File: src/rtl/scramble_sequencer_if.sv
// Bundle of the scramble sequencer's control, user pass-through and grid-drive signals.
// The slave modport faces the sequencer; the master modport faces whoever drives it.
interface scramble_sequencer_if;
  logic       start;
  logic       abort;
  logic [2:0] rand_in;
  logic [3:0] user_row_column;
  logic       user_nRow;
  logic       user_fire;
  logic [3:0] row_column;
  logic       x_nRow;
  logic       fire;
  logic       busy;
  logic       done;
  logic [7:0] moves_left;

  modport slave (
    input  start, abort, rand_in, user_row_column, user_nRow, user_fire,
    output row_column, x_nRow, fire, busy, done, moves_left
  );

  modport master (
    output start, abort, rand_in, user_row_column, user_nRow, user_fire,
    input  row_column, x_nRow, fire, busy, done, moves_left
  );
endinterface

File: src/rtl/scramble_sequencer.sv
// Drives a sequence of random row/column moves into the cell grid, spaced by an idle gap,
// and passes user selections straight through while no scramble is running.
module scramble_sequencer #(
  parameter int NUM_MOVES  = 16,
  parameter int GAP_CYCLES = 1000,
  parameter int MAX_RETRY  = 3
) (
  input logic                  clk,
  input logic                  reset,
  scramble_sequencer_if.slave  bus
);

  localparam int GW = (GAP_CYCLES > 1) ? $clog2(GAP_CYCLES) : 1;
  localparam int RW = (MAX_RETRY > 0) ? $clog2(MAX_RETRY + 1) : 1;

  typedef enum logic [2:0] {
    S_IDLE = 3'd0,
    S_LOAD = 3'd1,
    S_FIRE = 3'd2,
    S_GAP  = 3'd3,
    S_DONE = 3'd4
  } state_t;

  state_t          r_state;
  logic [3:0]      r_row_column;
  logic            r_x_nrow;
  logic            r_fire;
  logic            r_busy;
  logic            r_done;
  logic [7:0]      r_moves_left;
  logic [4:0]      r_prev;
  logic            r_prev_valid;
  logic [RW-1:0]   r_retry;
  logic [GW-1:0]   r_gap;

  logic [3:0]      w_line;
  logic            w_repeat;
  logic            w_retry;

  function automatic logic [3:0] onehot4(input logic [1:0] idx);
    logic [3:0] res;
    case (idx)
      2'd0:    res = 4'b0001;
      2'd1:    res = 4'b0010;
      2'd2:    res = 4'b0100;
      2'd3:    res = 4'b1000;
      default: res = 4'b0000;
    endcase
    return res;
  endfunction

  // Decode the random sample and decide whether it must be redrawn.
  always_comb begin
    w_line   = onehot4(bus.rand_in[1:0]);
    w_repeat = r_prev_valid && (r_prev == {bus.rand_in[2], w_line});
    w_retry  = w_repeat && (r_retry < RW'(MAX_RETRY));
  end

  // Idle mirrors the user; reset forces the registered zeros through instead.
  always_comb begin
    if ((r_state == S_IDLE) && !reset) begin
      bus.row_column = bus.user_row_column;
      bus.x_nRow     = bus.user_nRow;
      bus.fire       = bus.user_fire;
    end else begin
      bus.row_column = r_row_column;
      bus.x_nRow     = r_x_nrow;
      bus.fire       = r_fire;
    end
    bus.busy       = r_busy;
    bus.done       = r_done;
    bus.moves_left = r_moves_left;
  end

  // Sequencer state machine with registered grid outputs.
  always_ff @(posedge clk or posedge reset) begin
    if (reset) begin
      r_state      <= S_IDLE;
      r_row_column <= 4'b0000;
      r_x_nrow     <= 1'b0;
      r_fire       <= 1'b0;
      r_busy       <= 1'b0;
      r_done       <= 1'b0;
      r_moves_left <= 8'd0;
      r_prev       <= 5'd0;
      r_prev_valid <= 1'b0;
      r_retry      <= '0;
      r_gap        <= '0;
    end else begin
      case (r_state)
        S_IDLE: begin
          r_fire <= 1'b0;
          r_done <= 1'b0;
          if (bus.start) begin
            r_state      <= S_LOAD;
            r_busy       <= 1'b1;
            r_moves_left <= 8'(NUM_MOVES);
            r_retry      <= '0;
            r_prev_valid <= 1'b0;
            r_row_column <= 4'b0000;
            r_x_nrow     <= 1'b0;
          end
        end
        S_LOAD: begin
          if (bus.abort) begin
            r_state      <= S_DONE;
            r_moves_left <= 8'd0;
            r_done       <= 1'b1;
          end else begin
            r_row_column <= w_line;
            r_x_nrow     <= bus.rand_in[2];
            if (w_retry) begin
              r_retry <= r_retry + RW'(1);
            end else begin
              r_state      <= S_FIRE;
              r_fire       <= 1'b1;
              r_prev       <= {bus.rand_in[2], w_line};
              r_prev_valid <= 1'b1;
            end
          end
        end
        S_FIRE: begin
          r_fire <= 1'b0;
          if (bus.abort) begin
            r_state      <= S_DONE;
            r_moves_left <= 8'd0;
            r_done       <= 1'b1;
          end else begin
            r_moves_left <= r_moves_left - 8'd1;
            if (r_moves_left > 8'd1) begin
              r_state <= S_GAP;
              r_gap   <= GW'(GAP_CYCLES - 1);
            end else begin
              r_state <= S_DONE;
              r_done  <= 1'b1;
            end
          end
        end
        S_GAP: begin
          if (bus.abort) begin
            r_state      <= S_DONE;
            r_moves_left <= 8'd0;
            r_done       <= 1'b1;
          end else if (r_gap == '0) begin
            r_state <= S_LOAD;
            r_retry <= '0;
          end else begin
            r_gap <= r_gap - GW'(1);
          end
        end
        S_DONE: begin
          r_state <= S_IDLE;
          r_done  <= 1'b0;
          r_busy  <= 1'b0;
          r_fire  <= 1'b0;
        end
        default: begin
          r_state <= S_IDLE;
          r_busy  <= 1'b0;
          r_done  <= 1'b0;
          r_fire  <= 1'b0;
        end
      endcase
    end
  end

endmodule

File: src/flat_wrapper.sv
// flat-port wrapper written by rule: the top's interface ports become plain ports
module scramble_sequencer_flat 
#(
  parameter int NUM_MOVES  = 16,
  parameter int GAP_CYCLES = 1000,
  parameter int MAX_RETRY  = 3
)
  (clk, reset, bus_start, bus_abort, bus_rand_in, bus_user_row_column, bus_user_nRow, bus_user_fire, bus_row_column, bus_x_nRow, bus_fire, bus_busy, bus_done, bus_moves_left);
  scramble_sequencer_if bus_i ();
  input logic clk;
  input logic reset;
  input wire logic [$bits(bus_i.start)-1:0] bus_start;
  input wire logic [$bits(bus_i.abort)-1:0] bus_abort;
  input wire logic [$bits(bus_i.rand_in)-1:0] bus_rand_in;
  input wire logic [$bits(bus_i.user_row_column)-1:0] bus_user_row_column;
  input wire logic [$bits(bus_i.user_nRow)-1:0] bus_user_nRow;
  input wire logic [$bits(bus_i.user_fire)-1:0] bus_user_fire;
  output wire logic [$bits(bus_i.row_column)-1:0] bus_row_column;
  output wire logic [$bits(bus_i.x_nRow)-1:0] bus_x_nRow;
  output wire logic [$bits(bus_i.fire)-1:0] bus_fire;
  output wire logic [$bits(bus_i.busy)-1:0] bus_busy;
  output wire logic [$bits(bus_i.done)-1:0] bus_done;
  output wire logic [$bits(bus_i.moves_left)-1:0] bus_moves_left;
  assign bus_i.start = bus_start;
  assign bus_i.abort = bus_abort;
  assign bus_i.rand_in = bus_rand_in;
  assign bus_i.user_row_column = bus_user_row_column;
  assign bus_i.user_nRow = bus_user_nRow;
  assign bus_i.user_fire = bus_user_fire;
  assign bus_row_column = bus_i.row_column;
  assign bus_x_nRow = bus_i.x_nRow;
  assign bus_fire = bus_i.fire;
  assign bus_busy = bus_i.busy;
  assign bus_done = bus_i.done;
  assign bus_moves_left = bus_i.moves_left;
  scramble_sequencer #(.NUM_MOVES(NUM_MOVES), .GAP_CYCLES(GAP_CYCLES), .MAX_RETRY(MAX_RETRY)) u_core (.clk(clk), .reset(reset), .bus(bus_i));
endmodule
File: config.mk
export PLATFORM = sky130hd
export DESIGN_NAME = scramble_sequencer_flat
export DESIGN_NICKNAME = d
export VERILOG_FILES = /design/src/rtl/scramble_sequencer_if.sv /design/src/rtl/scramble_sequencer.sv /design/src/flat_wrapper.sv
export SDC_FILE = /design/constraint.sdc
export NUM_CORES = 1
export LEC_CHECK = 0
export ABC_AREA = 1
export CAP_MARGIN = 20
export CORE_AREA = 2 2 70 72
export CTS_BUF_LIST = sky130_fd_sc_hd__clkbuf_2
export DETAILED_ROUTE_END_ITERATION = 12
export DIE_AREA = 0 0 72 74
export PLACE_DENSITY = 0.82
export SLEW_MARGIN = 20
export SYNTH_ARGS = -nofsm -noshare
export SYNTH_HDL_FRONTEND = slang
export SYNTH_SLANG_ARGS = --single-unit
File: constraint.sdc
create_clock -name clk -period 6.84 [get_ports clk]
set_input_delay 2.052 -clock clk [delete_from_list [all_inputs] [get_ports clk]]
set_output_delay 2.052 -clock clk [all_outputs]
set_load 0.02 [all_outputs]
==> results of run 1 <==
-- worst max-delay path: cells and delay by family --
| kind | cells | cell delay (ns) |
|---|---|---|
| buf+inv | 3 | 1.05 |
| mux | 1 | 0.38 |
| simple gates | 1 | 0.30 |
-- power breakdown --
group / internal [uW] / switching (uW) / total [uW]
clock network: 30.2 / 72.5 / 103
logic: 258 / 396 / 654
registers: 309 / 67.6 / 376
-- kinds of logic (layout without fill, tap and decap cells) --
group | Yosys count | after routing | share of synthesized area
AND/OR/NAND/NOR | 141 | 141 | 0.281
buffers and inverters | 51 | 84 | 0.0917
AO/OA/AOI/OAI | 46 | 46 | 0.132
flip-flops | 37 | 37 | 0.422
XOR/XNOR | 10 | 10 | 0.0399
adder cells (fa/ha/maj) | 5 | 5 | 0.0285
multiplexers | 1 | 1 | 0.00513
-- per-layer routing --
metal / track usage / vias up / share of wire
met5: 0 / - / 0
met4: 0.0377 / 0 / 0.0093
met3: 0.0447 / 5 / 0.049
li1: - / 995 / -
met2: 0.333 / 42 / 0.48
met1: 0.224 / 925 / 0.46
-- stage by stage --
stage | utilization | power (uW)
2_1_floorplan | - | 848
3_3_place_gp | 0.549 | 1010
3_5_place_dp | 0.549 | 1040
4_1_cts | 0.558 | 1140
5_1_grt | 0.558 | 1240
6_report | 0.558 | 1130
-- sequential cells by signal, indices dropped and copies added (netlist names) --
register,count
u_core.r_prev,5
u_core.r_row_column,4
u_core.r_gap,10
u_core.bus.done,1
u_core.r_x_nrow,1
u_core.bus.busy,1
u_core.r_fire,1
u_core.bus.moves_left,8
u_core.r_retry,2
u_core.r_prev_valid,1
u_core.r_state,3
-- placed cells by master (no fill, tap or decap), types with 2 or more instances in the layout --
master	Yosys	final
nand2_1	64	64
inv_1	43	43
nor2_1	43	43
dfrtp_1	37	37
clkdlybuf4s50_1	0	28
o21ai_0	17	17
nand3_1	16	16
o21ai_2	9	9
xor2_1	9	9
clkbuf_2	0	8
a21oi_1	6	6
nor3_1	5	5
nand4_1	5	5
o22ai_1	5	5
ha_1	5	5
inv_2	4	4
nand2_2	2	2
nor2_4	2	2
o21ai_1	2	2
a21oi_2	2	2
-- synth_stat cells --
library cell  instances
a21oi_2               2
inv_2                 4
nand2_2               2
a31oi_1               1
ha_1                  5
o221ai_1              1
nand3b_1              1
xnor2_1               1
o21ai_1               2
o21ai_0              17
a21oi_1               6
nand4_1               5
nor2_1               43
dfrtp_1              37
mux2_2                1
nor3b_2               1
o22ai_1               5
nor2_2                1
buf_2                 2
inv_1                43
a21boi_0              1
nand2_1              64
nand3_1              16
nor3_1                5
nor2_4                2
clkbuf_1              1
o21ai_2               9
o31ai_1               1
o211ai_1              1
buf_6                 1
nand3_4               1
xor2_1                9
-- layout make-up --
type,instances,share of cell area
timing repair buffer,29,0.112
multi-input combinational,203,0.416
clock buffer,8,0.0156
sequential,37,0.361
inverter,47,0.0687
tap,54,0.0263
-- how the worst min path moves through the flow --
stage | slack [ns] | start | to
final | 0.50 | u_core.r_prev_valid$_DFFE_PP0P_ | u_core.r_prev_valid$_DFFE_PP0P_
after global routing | 0.52 | u_core.r_prev_valid$_DFFE_PP0P_ | u_core.r_prev_valid$_DFFE_PP0P_
after CTS | 0.50 | u_core.r_prev_valid$_DFFE_PP0P_ | u_core.r_prev_valid$_DFFE_PP0P_
after detailed placement | 0.46 | u_core.r_prev_valid$_DFFE_PP0P_ | u_core.r_prev_valid$_DFFE_PP0P_
after global placement | 0.46 | u_core.r_prev_valid$_DFFE_PP0P_ | u_core.r_prev_valid$_DFFE_PP0P_
after floorplan | 0.44 | u_core.r_prev_valid$_DFFE_PP0P_ | u_core.r_prev_valid$_DFFE_PP0P_
==> impl_results.md, run 1 <==
- #FFs+latches synth: 37
- Post-CTS resize count: 0
- Worst-case reg-to-reg path depth: 8
- Placed cell areas: 0.00253 sq mm
- Clock skew: between 0.03 and 0.04 ns
- Leakage power: roughly 0.0013 uW
- Pwr Density: ~440 mW/mm^2
- Ranking of synthesized cells by area: dfrtp_1 42%, nand2_1 11%, inv_1 7.4%
- CP Capture Type: primary output
- GR Util All Layers: 0.184
- Vias per cell: 5.20
- CTS tree: built
- Worst rel slew slack: 0.431
- Die ar.: 0.00533 sq mm
- Non-filler instance count after layout: 378
- Cell variety after synth: 32
- Slowest stage delay, CP: around 0.54 ns
- Post-CTS Hold Fix Bufs: 0
- Final cycle utilization of the critical path: 0.854
- Row count: 25
- Critical register-to-register path startpoint: u_core.r_state[1]$_DFFE_PP0P_
- RSZ-0062 raised after global routing: false
- Cts bufs inserted: 5
- WL/cell: about 12 microns
- Worst Setup EP: bus_fire
- GPL Wtd Cong: between 0.7 and 0.8
- Layout Nets: 341
- Layout cell share with drive strength beyond 1: 0.0988
- Peak VDD IR: between 0.2 and 0.25 mV
- Initial antenna violation count: 0
- Worst Setup Slack post-DPL: 1.01 ns
- Port Buffer Count: 28
- Post-Syn Area: 0.00220 sq mm
- Vias in the first global route: 1831
- Hold Crit Depth: 2
- Reg area: 926 sq um
- DRT iter0 DRCs: 85
- CP most frequent cell: clkdlybuf4s50_1
- Worst Hold Class: register to register
- CP Launch Type: input pin
- Final critical-path setup slack: 1.00 ns
- Post-synth top area cell: dfrtp_1
- Synth-to-Final Area Change: 16.9%
- Internal reg-to-reg setup slack: 4.63 ns
- Post-Syn Instances: 291
- Max FO, Critical Path: 11
- Status: completed
- CTS max path bufs: 2
- Final setup viols: 0
- Syn Nets: 309
- Slew @ Worst Pin: 0.853 ns
- Clock-pin slew on the worst setup and hold paths: approximately 0.18 ns
- Placed instance count: 370
- Critical path launch point: reset
- Final Cell Area: roughly 0.0026 sq mm
- Routed wire length: approximately 4500 microns
- CTS root buf: clkbuf_2
- Data arrival, critical path: 3.79 ns
- Core area: approximately 0.0046 sq mm
- Crit-path cells: clkdlybuf4s50_1 > inv_1 > nand2_1 > mux2_2 > clkdlybuf4s50_1
- Setup TNS: 0 ns
- Hpwl dp: 3370 microns
- Global route overflow: 0
- Kind of critical path: input pin to primary output
- DRC: 0
- Sequential-to-total area share from yosys stat: 0.422
- H-tree depth: 2
- Vias after detailed routing: 1967
- DRT antenna net count: 0
- Number of fillers in the final layout: 432
- Tmin final: 5.84 ns
- Hold Slack: 0.502 ns
- MaxCap Viol Count: 0
- Die W: 72 microns
- Height of the die: ~74 microns
- Multi-input logic area: about 0.0011 sq mm
- Fmax: 171 MHz
- YS warnings: 0
- Num ports: 29
- Critical Path RT: 4.79 ns
- Final hold viol count: 0
- Initial core utilization: 0.478
- Setup Buffers After CTS: 0
- Synth top area share: 0.422
- First-pass GRT wire length: approximately 7800 microns
- Final Max Tran Viols: 0
- Ant. Diodes: 0
- Slowest-stage cell, CP: clkdlybuf4s50_1
- R2R Path End: u_core.r_gap[9]$_DFFE_PP0P_
- Pin count of the biggest net entering global routing: 38
- Mean Syn Cell Area: 7.55 sq um
- Clk sink count: 37
- Worst skew pair latency: ~0.40 ns
- Pre-antenna DRT Iters: 4
No activity file was read; power rests on OpenSTA's default activity.
==> run 2, diff against run 1 <==
--- a/config.mk
+++ b/config.mk
@@ -11,7 +11,7 @@
 export CTS_BUF_LIST = sky130_fd_sc_hd__clkbuf_2
 export DETAILED_ROUTE_END_ITERATION = 12
 export DIE_AREA = 0 0 72 74
-export PLACE_DENSITY = 0.82
+export PLACE_DENSITY = 0.72
 export SLEW_MARGIN = 20
 export SYNTH_ARGS = -nofsm -noshare
 export SYNTH_HDL_FRONTEND = slang
==> constraint.sdc (replaced) <==
create_clock -name clk -period 6.84 [get_ports clk]
set_input_delay 1.368 -clock clk [delete_from_list [all_inputs] [get_ports clk]]
set_output_delay 1.368 -clock clk [all_outputs]
set_load 0.02 [all_outputs]
==> impl_results.md, run 2 (same netlist as run 1, synthesis figures left out) <==
- Pwr Density: 439 mW/mm^2 (was 441 mW/mm^2)
- Final core utilization: 0.558 (about the same)
- Final hold viol count: 0 (unchanged)
- Hpwl dp: 3290 microns (was 3370 microns)
- Status: completed (unchanged)
- Number of fillers in the final layout: 438 (was 432)
- CTS tree: built (unchanged)
- Clock-pin slew on the worst setup and hold paths: 0.17 ns (was 0.18 ns)
- Leakage power: 0.00126 uW (about the same)
- Worst rel slew slack: 0.444 (was 0.431)
- Vias after detailed routing: 1892 (was 1967)
- Top reg by flops: u_core.r_gap (unchanged)
- Die W: 72 microns (unchanged)
- Ant. Diodes: 0 (unchanged)
- First-pass GRT wire length: 7800 microns (was 7760 microns)
- Die ar.: 0.00533 sq mm (unchanged)
- CTS max path bufs: 2 (unchanged)
- Max reg flops: 10 (unchanged)
- Post-CTS resize count: 0 (unchanged)
- Post-CTS Hold Fix Bufs: 0 (unchanged)
- Cts bufs inserted: 5 (unchanged)
- MaxCap Viol Count: 0 (unchanged)
- Routed wire length: 4420 microns (was 4510 microns)
- Layout cell share with drive strength beyond 1: 0.0926 (was 0.0988)
- Initial core utilization: 0.478 (unchanged)
- Slew @ Worst Pin: 0.834 ns (was 0.853 ns)
- Initial antenna violation count: 0 (unchanged)
- DRC: 0 (unchanged)
- Pin count of the biggest net entering global routing: 39 (was 38)
- Pre-antenna DRT Iters: 4 (unchanged)
- GR Util All Layers: 0.188 (was 0.184)
- Critical register-to-register path startpoint: u_core.r_state[1]$_DFFE_PP0P_ (unchanged)
- Commonest non-fill, non-tap cells in the layout: 64 x nand2_1, 43 x inv_1, 43 x nor2_1 (unchanged)
- Hold path startpoint: u_core.r_prev_valid$_DFFE_PP0P_ (unchanged)
- Data arrival, critical path: 3.48 ns (was 3.79 ns)
- RSZ-0062 raised after global routing: false (unchanged)
- Peak VDD IR: 0.222 mV (was 0.216 mV)
- Final setup viols: 0 (unchanged)
- H-tree depth: 2 (unchanged)
- Max FO, Critical Path: 38 (was 11)
- Critical path launch point: reset (unchanged)
- Clk sink count: 37 (unchanged)
- Setup Buffers After CTS: 0 (unchanged)
- GPL Wtd Cong: 0.810 (was 0.790)
- Row count: 25 (unchanged)
- Worst skew pair latency: 0.41 ns (was 0.40 ns)
- Layout Nets: 341 (unchanged)
- Global route overflow: 0 (unchanged)
- DRT iter0 DRCs: 118 (was 85)
- Synth-to-Final Area Change: 16.8% (was 16.9%)
- DRT antenna net count: 0 (unchanged)
- Commonest non-fill, non-tap cell in the layout: nand2_1 (unchanged)
- Setup TNS: 0 ns (unchanged)
- CTS root buf: clkbuf_2 (unchanged)
- Internal reg-to-reg setup slack: 4.66 ns (was 4.63 ns)
- Vias in the first global route: 1749 (was 1831)
- Vias per cell: 5.01 (was 5.20)
- Core area: 0.00460 sq mm (unchanged)
- Fmax: 206 MHz (was 171 MHz)
- Critical Path RT: 5.47 ns (was 4.79 ns)
- Clock skew: 0.0191 ns (was 0.0314 ns)
- Final cycle utilization of the critical path: 0.709 (was 0.854)
- Kind of critical path: input pin to primary output (unchanged)
- Height of the die: 74 microns (unchanged)
- WL/cell: 11.7 microns (was 11.9 microns)
- Tmin final: 4.85 ns (was 5.84 ns)
- Worst Hold Class: register to register (unchanged)
- CP Launch Type: input pin (unchanged)
- Final Max Tran Viols: 0 (unchanged)
- Reg area: 926 sq um (unchanged)
- Multi-input logic area: 0.00107 sq mm (unchanged)
- Port Buffer Count: 28 (unchanged)
- Num ports: 29 (unchanged)
- CP Capture Type: primary output (unchanged)
## run 2: final timing paths
kind                                                   end  cells after the start
setup / recovery                                  bus_fire                      6
hold / removal             u_core.r_prev_valid$_DFFE_PP0P_                      2
setup reg to reg               u_core.r_gap[2]$_DFFE_PP0P_                      7
hold reg to reg            u_core.r_prev_valid$_DFFE_PP0P_                      2
max in group asynchronous  u_core.r_prev_valid$_DFFE_PP0P_                      3
min in group asynchronous      u_core.bus.done$_DFFE_PP0P_                      3
## run 2: power breakdown
part | switching, uW | total, uW | internal [uW]
clock network | 75.3 | 97.6 | 22.3
registers | 68.0 | 377 | 309
logic | 393 | 651 | 257
## run 2: final cells by class
type | instances | share of cell area
well taps | 54 | 0.0264
clock buffers | 5 | 0.00976
multi-input cells | 203 | 0.417
flip-flops and latches | 37 | 0.361
repair buffers | 29 | 0.112
clock inverters | 3 | 0.00488
inverters | 47 | 0.0688
## run 2: through the flow
step	cell area (sq um)	power, uW	setup WS [ns]	cells	hold WS, ns
finish	2560	1120	1.99	378	0.501
global route	2560	1240	1.74	378	0.549
CTS	2560	1130	1.92	378	0.508
detailed placement	2530	1030	1.92	370	0.469
global placement	2530	1020	1.97	370	0.456
floorplan	2200	848	2.53	291	0.441
## run 2: metal layers
| metal | GRT usage | part of all wire | up-vias |
|---|---|---|---|
| li1 | - | - | 990 |
| met1 | 0.244 | 0.47 | 859 |
| met4 | 0.0671 | 0.014 | 0 |
| met2 | 0.310 | 0.47 | 37 |
| met3 | 0.0447 | 0.038 | 6 |
| met5 | 0 | 0 | - |
## run 2: worst max-delay path, cell delays in order
cell and delay (ns):
clkdlybuf4s50_1 0.39, inv_1 0.05, buf_4 0.41, nand2_1 0.33, mux2_2 0.31, clkdlybuf4s50_1 0.60
